$ cat src/rtl/range_sample_framer_pkg.sv
// Shared types and constants for the range-finder sample framer.
package range_pkg;

  localparam int unsigned RANGE_WIDTH = 10;
  localparam int unsigned BURST_CNT_W = 16;

  typedef enum logic [1:0] {
    IDLE,
    RUN,
    LAST,
    DONE
  } framer_state_t;

  typedef struct packed {
    logic                   last;
    logic [RANGE_WIDTH-1:0] data;
  } sample_t;

  // Burst sample counter increment that sticks at all-ones.
  function automatic logic [BURST_CNT_W-1:0] sat_inc(input logic [BURST_CNT_W-1:0] v);
    return (v == '1) ? v : v + 1'b1;
  endfunction

endpackage

$ cat src/rtl/range_sample_framer_fifo.sv
// Small synchronous FIFO with wrap-around pointers; DEPTH must be a power of two.
module sample_fifo #(
  parameter int unsigned WIDTH = 11,
  parameter int unsigned DEPTH = 4
) (
  input  logic                     clk_i,
  input  logic                     rst_i,
  input  logic                     push_i,
  input  logic [WIDTH-1:0]         din_i,
  input  logic                     pop_i,
  output logic [WIDTH-1:0]         dout_o,
  output logic                     full_o,
  output logic                     empty_o,
  output logic [$clog2(DEPTH):0]   count_o
);

  localparam int unsigned AW = $clog2(DEPTH);

  logic [WIDTH-1:0] mem_q [DEPTH];
  logic [AW-1:0]    wr_ptr_q, wr_ptr_d;
  logic [AW-1:0]    rd_ptr_q, rd_ptr_d;
  logic [AW:0]      count_q, count_d;
  logic             do_push, do_pop;

  assign full_o  = (count_q == (AW+1)'(DEPTH));
  assign empty_o = (count_q == '0);
  assign count_o = count_q;
  assign dout_o  = mem_q[rd_ptr_q];
  assign do_push = push_i && !full_o;
  assign do_pop  = pop_i && !empty_o;

  // Pointer and occupancy next-state.
  always_comb begin
    wr_ptr_d = wr_ptr_q;
    rd_ptr_d = rd_ptr_q;
    count_d  = count_q;
    if (do_push) wr_ptr_d = wr_ptr_q + 1'b1;
    if (do_pop)  rd_ptr_d = rd_ptr_q + 1'b1;
    case ({do_push, do_pop})
      2'b10:   count_d = count_q + 1'b1;
      2'b01:   count_d = count_q - 1'b1;
      default: count_d = count_q;
    endcase
  end

  // Pointer/occupancy registers; reset empties the FIFO.
  always_ff @(posedge clk_i) begin
    if (rst_i) begin
      wr_ptr_q <= '0;
      rd_ptr_q <= '0;
      count_q  <= '0;
    end else begin
      wr_ptr_q <= wr_ptr_d;
      rd_ptr_q <= rd_ptr_d;
      count_q  <= count_d;
    end
  end

  // Storage write; contents need no reset since occupancy gates reads.
  always_ff @(posedge clk_i) begin
    if (do_push) mem_q[wr_ptr_q] <= din_i;
  end

endmodule

$ cat src/rtl/range_sample_framer.sv
// Buffers a valid/ready sample stream and reframes each burst as
// rf_go / samples / rf_finish, then flags the range-result cycle.
module range_sample_framer
  import range_pkg::*;
#(
  parameter int unsigned WIDTH = RANGE_WIDTH,
  parameter int unsigned DEPTH = 4
) (
  input  logic                   clock,
  input  logic                   reset,
  input  logic [WIDTH-1:0]       in_data,
  input  logic                   in_last,
  input  logic                   in_valid,
  output logic                   in_ready,
  output logic [WIDTH-1:0]       rf_data,
  output logic                   rf_go,
  output logic                   rf_finish,
  output logic                   result_valid,
  output logic                   busy,
  output logic [BURST_CNT_W-1:0] burst_len
);

  logic [WIDTH:0]         fifo_dout;
  logic                   fifo_full, fifo_empty, fifo_pop, fifo_push;
  logic [$clog2(DEPTH):0] fifo_count;
  logic                   head_last;
  logic [WIDTH-1:0]       head_data;
  logic                   start;

  framer_state_t          state_q, state_d;
  logic [WIDTH-1:0]       rf_data_q, rf_data_d;
  logic                   go_q, go_d;
  logic                   fin_q, fin_d;
  logic                   rv_q, rv_d;
  logic [BURST_CNT_W-1:0] cnt_q, cnt_d;
  logic [BURST_CNT_W-1:0] len_q, len_d;

  assign in_ready  = !fifo_full;
  assign fifo_push = in_valid && in_ready;
  assign head_last = fifo_dout[WIDTH];
  assign head_data = fifo_dout[WIDTH-1:0];

  sample_fifo #(
    .WIDTH (WIDTH + 1),
    .DEPTH (DEPTH)
  ) u_fifo (
    .clk_i   (clock),
    .rst_i   (reset),
    .push_i  (fifo_push),
    .din_i   ({in_last, in_data}),
    .pop_i   (fifo_pop),
    .dout_o  (fifo_dout),
    .full_o  (fifo_full),
    .empty_o (fifo_empty),
    .count_o (fifo_count)
  );

  // Next-state and registered-output logic for the framing FSM.
  always_comb begin
    state_d   = state_q;
    rf_data_d = rf_data_q;
    go_d      = 1'b0;
    fin_d     = 1'b0;
    rv_d      = 1'b0;
    cnt_d     = cnt_q;
    len_d     = len_q;
    fifo_pop  = 1'b0;
    start     = 1'b0;
    case (state_q)
      IDLE: start = !fifo_empty;
      RUN: begin
        if (!fifo_empty) begin
          fifo_pop  = 1'b1;
          rf_data_d = head_data;
          cnt_d     = sat_inc(cnt_q);
          if (head_last) state_d = LAST;
        end
      end
      LAST: begin
        fin_d   = 1'b1;
        len_d   = cnt_q;
        state_d = DONE;
      end
      DONE: begin
        rv_d    = 1'b1;
        state_d = IDLE;
        start   = !fifo_empty;
      end
      default: state_d = IDLE;
    endcase
    // Burst start shared by IDLE and DONE so back-to-back bursts lose no cycle.
    if (start) begin
      fifo_pop  = 1'b1;
      rf_data_d = head_data;
      go_d      = 1'b1;
      cnt_d     = BURST_CNT_W'(1);
      state_d   = head_last ? LAST : RUN;
    end
  end

  // State and output registers; reset drops any burst in flight.
  always_ff @(posedge clock) begin
    if (reset) begin
      state_q   <= IDLE;
      rf_data_q <= '0;
      go_q      <= 1'b0;
      fin_q     <= 1'b0;
      rv_q      <= 1'b0;
      cnt_q     <= '0;
      len_q     <= '0;
    end else begin
      state_q   <= state_d;
      rf_data_q <= rf_data_d;
      go_q      <= go_d;
      fin_q     <= fin_d;
      rv_q      <= rv_d;
      cnt_q     <= cnt_d;
      len_q     <= len_d;
    end
  end

  assign rf_data      = rf_data_q;
  assign rf_go        = go_q;
  assign rf_finish    = fin_q;
  assign result_valid = rv_q;
  assign burst_len    = len_q;
  assign busy         = (state_q != IDLE) || (fifo_count != '0);

endmodule

$ cat config.mk
export PLATFORM = sky130hd
export DESIGN_NAME = range_sample_framer
export DESIGN_NICKNAME = d
export VERILOG_FILES = /design/src/rtl/range_sample_framer_pkg.sv /design/src/rtl/range_sample_framer_fifo.sv /design/src/rtl/range_sample_framer.sv
export SDC_FILE = /design/constraint.sdc
export NUM_CORES = 1
export LEC_CHECK = 0
export CORE_ASPECT_RATIO = 2
export CORE_MARGIN = 4
export CORE_UTILIZATION = 45
export DETAILED_ROUTE_END_ITERATION = 7
export PLACE_DENSITY_LB_ADDON = 0.05
export RECOVER_POWER = 50
export SETUP_SLACK_MARGIN = 0.1
export SLEW_MARGIN = 20
export SYNTH_ARGS = -nofsm -noshare
export SYNTH_HDL_FRONTEND = slang
export SYNTH_SLANG_ARGS = --single-unit
$ cat constraint.sdc
create_clock -name clock -period 3.2 [get_ports clock]
set_input_delay 0.96 -clock clock [delete_from_list [all_inputs] [get_ports clock]]
set_output_delay 0.96 -clock clock [all_outputs]
set_load 0.05 [all_outputs]
==> results.md <==
- Gpl congestion: between 0.7 and 0.8
- CTS Buf Count: 9
- Hpwl dp: 5700 µm
- Slew Limit Headroom: a little under two fifths
- # diodes: 0
- Cts hold-fix bufs: 0
- Fin Clk Skew: 4.27 ps
- Hold Crit Class: reg2reg
- Synth-to-layout area growth: 20.8%
- Die Ht: 141 µm
- Async set-reset flop share out of synthesis: 0%
- Number of max-cap violations: 0
- RSZ-0062 raised after global routing: no
- Crit path DAT: 1930 ps
- Pre-CTS WS: 205 ps
- P_sw: 1.37 mW
- Worst-Margin Slew: 933 ps
- Initial antenna violation count: 0
- Wire per inst: 16.5 µm
- Top Ports: 45
- # rows: 48
- Vias in the first global route: 2729
- Fin Hold WS: ~460 ps
- FF+latch count, synth: 100
- Tcrit/Tclk final: 90.4%
- Critical path endpoint category: primary output
- Pleak: 1.66 nW
- Largest net degree at the start of global routing: 42
- Minimum clock period: approximately 2900 ps
- CP max stage cell: clkdlybuf4s50_1
- CP startpoint kind: flop
- Fin worst setup slack: about 300 ps
- Fin util: 55.9%
- Router iterations before antenna repair: 4
- Final setup viols: 0
- Die Wd: between 70 and 80 µm
- WS Path Type: reg2out
- DR vias: 2644
- Logic pwr share: 33.4%
- Flop pwr share: 40.7%
- Register area share after synthesis: 61.0%
- Yosys warns: 0
- Post-CTS sizing: 0
- Grt total ovfl: 0
- Most frequent cells in the layout: dfxtp_1 (56), edfxtp_1 (44), clkdlybuf4s50_1 (32)
- H-tree levels: 3
- CP Cell Sequence: or3b_1, clkdlybuf4s50_1
- Cell Pwr Density: 822 nW/µm²
- Drt via density: 5.45
- IO buf count: 44
- DRT antenna net count: 0
- Syn Nets: 360
- CTS Buffer Depth: 2
- Power share of the clock group: between 20% and 30%
- Share of cells above drive strength 1: 7.79%
- Layout Nets: between 400 and 500
- CP required: approximately 2200 ps
- Clock latency on the worst-skew pair: approximately 340 ps
- Slew Viols, Final: 0
- Core Area: 8650 µm²
- Syn Area/Cell: 12.0 µm²
- Ys flop type: dfxtp_1
- Setup Buffers After CTS: 0
- Post-synth EDFFs: 44
- Synth cell types: 42
- Final wirelength: 8010 µm
- F_max: about 350 MHz
- Drt drc: 0
- Mapped cell area: 4010 µm²
- Die ar.: ~11000 µm²
- Most common cell after layout, fill and taps aside: dfxtp_1
- Initial DRC count: 93
- Final Hold Vio Count: 0
- Starting Density: a little under half
- Final setup TNS: 0 ps
- CTS clk-pin slew, worst paths: 60 ps
- Status: finished clean
- CP max stage delay: roughly 730 ps
- P_int: around 2.6 mW
- Root buf cell: clkbuf_16
- First-pass GRT wire length: 13500 µm
- CTS tree: yes
- CTS Sinks: 100
- Crit path max fanout: 7
- Overall Global Routing Usage: 17.1%
- Worst VDD drop: roughly 450 µV
- Sw frac: 34.5%
- Syn Inst Count: 334
## worst paths after layout
kind / slack [ps] / end / start / cells after the start
worst max-delay path: 310 / in_ready / u_fifo.count_o[2] / 2
worst min register to register: 460 / rf_data[9] / rf_data[9] / 2
worst max register to register: 670 / u_fifo.count_o[2] / state_q[0] / 11
worst min-delay path: 460 / rf_data[9] / rf_data[9] / 2
## cells in the mapped netlist (2+ instances only)
cell type,count,area [µm²]
mux4_2,11,248
xnor2_1,2,17.5
nor2b_1,2,12.5
dfxtp_1,56,1120
xor2_1,3,26.3
nor4_1,2,12.5
o211ai_1,2,15.0
o31ai_1,6,45.0
nor3_1,7,35.0
inv_1,15,56.3
a21o_1,2,15.0
nor2_1,27,101
buf_2,2,10.0
o21ai_0,9,45.0
a21oi_1,25,125
nand3_1,5,25.0
clkbuf_1,14,52.6
nand2_1,31,116
or4_1,6,45.0
ha_1,11,138
mux2i_1,16,160
edfxtp_1,44,1320
or3_1,7,43.8
and3_1,4,25.0
o41ai_1,2,17.5
nand4_1,5,31.3
a31oi_1,2,12.5
and2_1,2,12.5
## layout make-up
cell class | instances | area (µm²)
inverters | 15 | 56.3
multi-input cells | 202 | 1440
flip-flops and latches | 100 | 2440
fillers | 760 | 3810
repair buffers | 52 | 494
clock buffers | 12 | 236
clock inverters | 4 | 42.5
well taps | 100 | 125
## worst max-delay path, delay by kind of cell (launching register included)
| family | cells | cell delay (ps) |
|---|---|---|
| buffers and inverters | 1 | 730 |
| flip-flops | 1 | 410 |
| AND/OR/NAND/NOR | 1 | 450 |
## registers in the layout, indices dropped and copies added (netlist names), named ones only
| signal | count |
|---|---|
| burst_len | 16 |
| rf_data | 10 |
| u_fifo.count_o | 3 |
| u_fifo.rd_ptr_q | 2 |
| rf_go | 1 |
| rf_finish | 1 |
| result_valid | 1 |
| u_fifo.wr_ptr_q | 2 |
| cnt_q | 16 |
| u_fifo.mem_q | 44 |
| state_q | 2 |
## layer usage
| layer | vias up | part of all wire [%] | track usage (%) |
|---|---|---|---|
| li1 | 1316 | - | - |
| met1 | 1268 | 37 | 18.4 |
| met2 | 49 | 57 | 31.0 |
| met3 | 11 | 3.8 | 4.11 |
| met4 | 0 | 1.8 | 6.47 |
| met5 | - | 0 | 0 |
## cells by family (layout without fill, tap and decap cells)
kind of cell	Yosys count	in the layout	share of synthesized area (%)
and+or+nand+nor	103	103	12.5
DFF	100	100	61.0
buffers and inverters	32	83	3.06
AOI/OAI and AO/OA	55	55	8.28
adders and majority gates	12	12	3.94
xor gates and xnor gates	5	5	1.09
muxes	27	27	10.2
## power by group through the flow
stage               sequential (mW)  clock (mW)  combinational (mW)
floorplan                      1.85           0               0.723
global route                   1.65        1.11                1.47
CTS                            1.62        1.06                1.37
finish                         1.62        1.03                1.33
global placement               1.64           0                1.35
detailed placement             1.65           0                1.36
## metrics by stage
| stage | instances | instance area, µm² | power, mW |
|---|---|---|---|
| floorplan | 334 | 4010 | 2.57 |
| global placement | 469 | 4560 | 2.99 |
| detailed placement | 469 | 4560 | 3.01 |
| CTS | 485 | 4840 | 4.04 |
| global route | 485 | 4840 | 4.22 |
| finish | 485 | 4840 | 3.98 |
No activity file was read; power rests on OpenSTA's default activity.
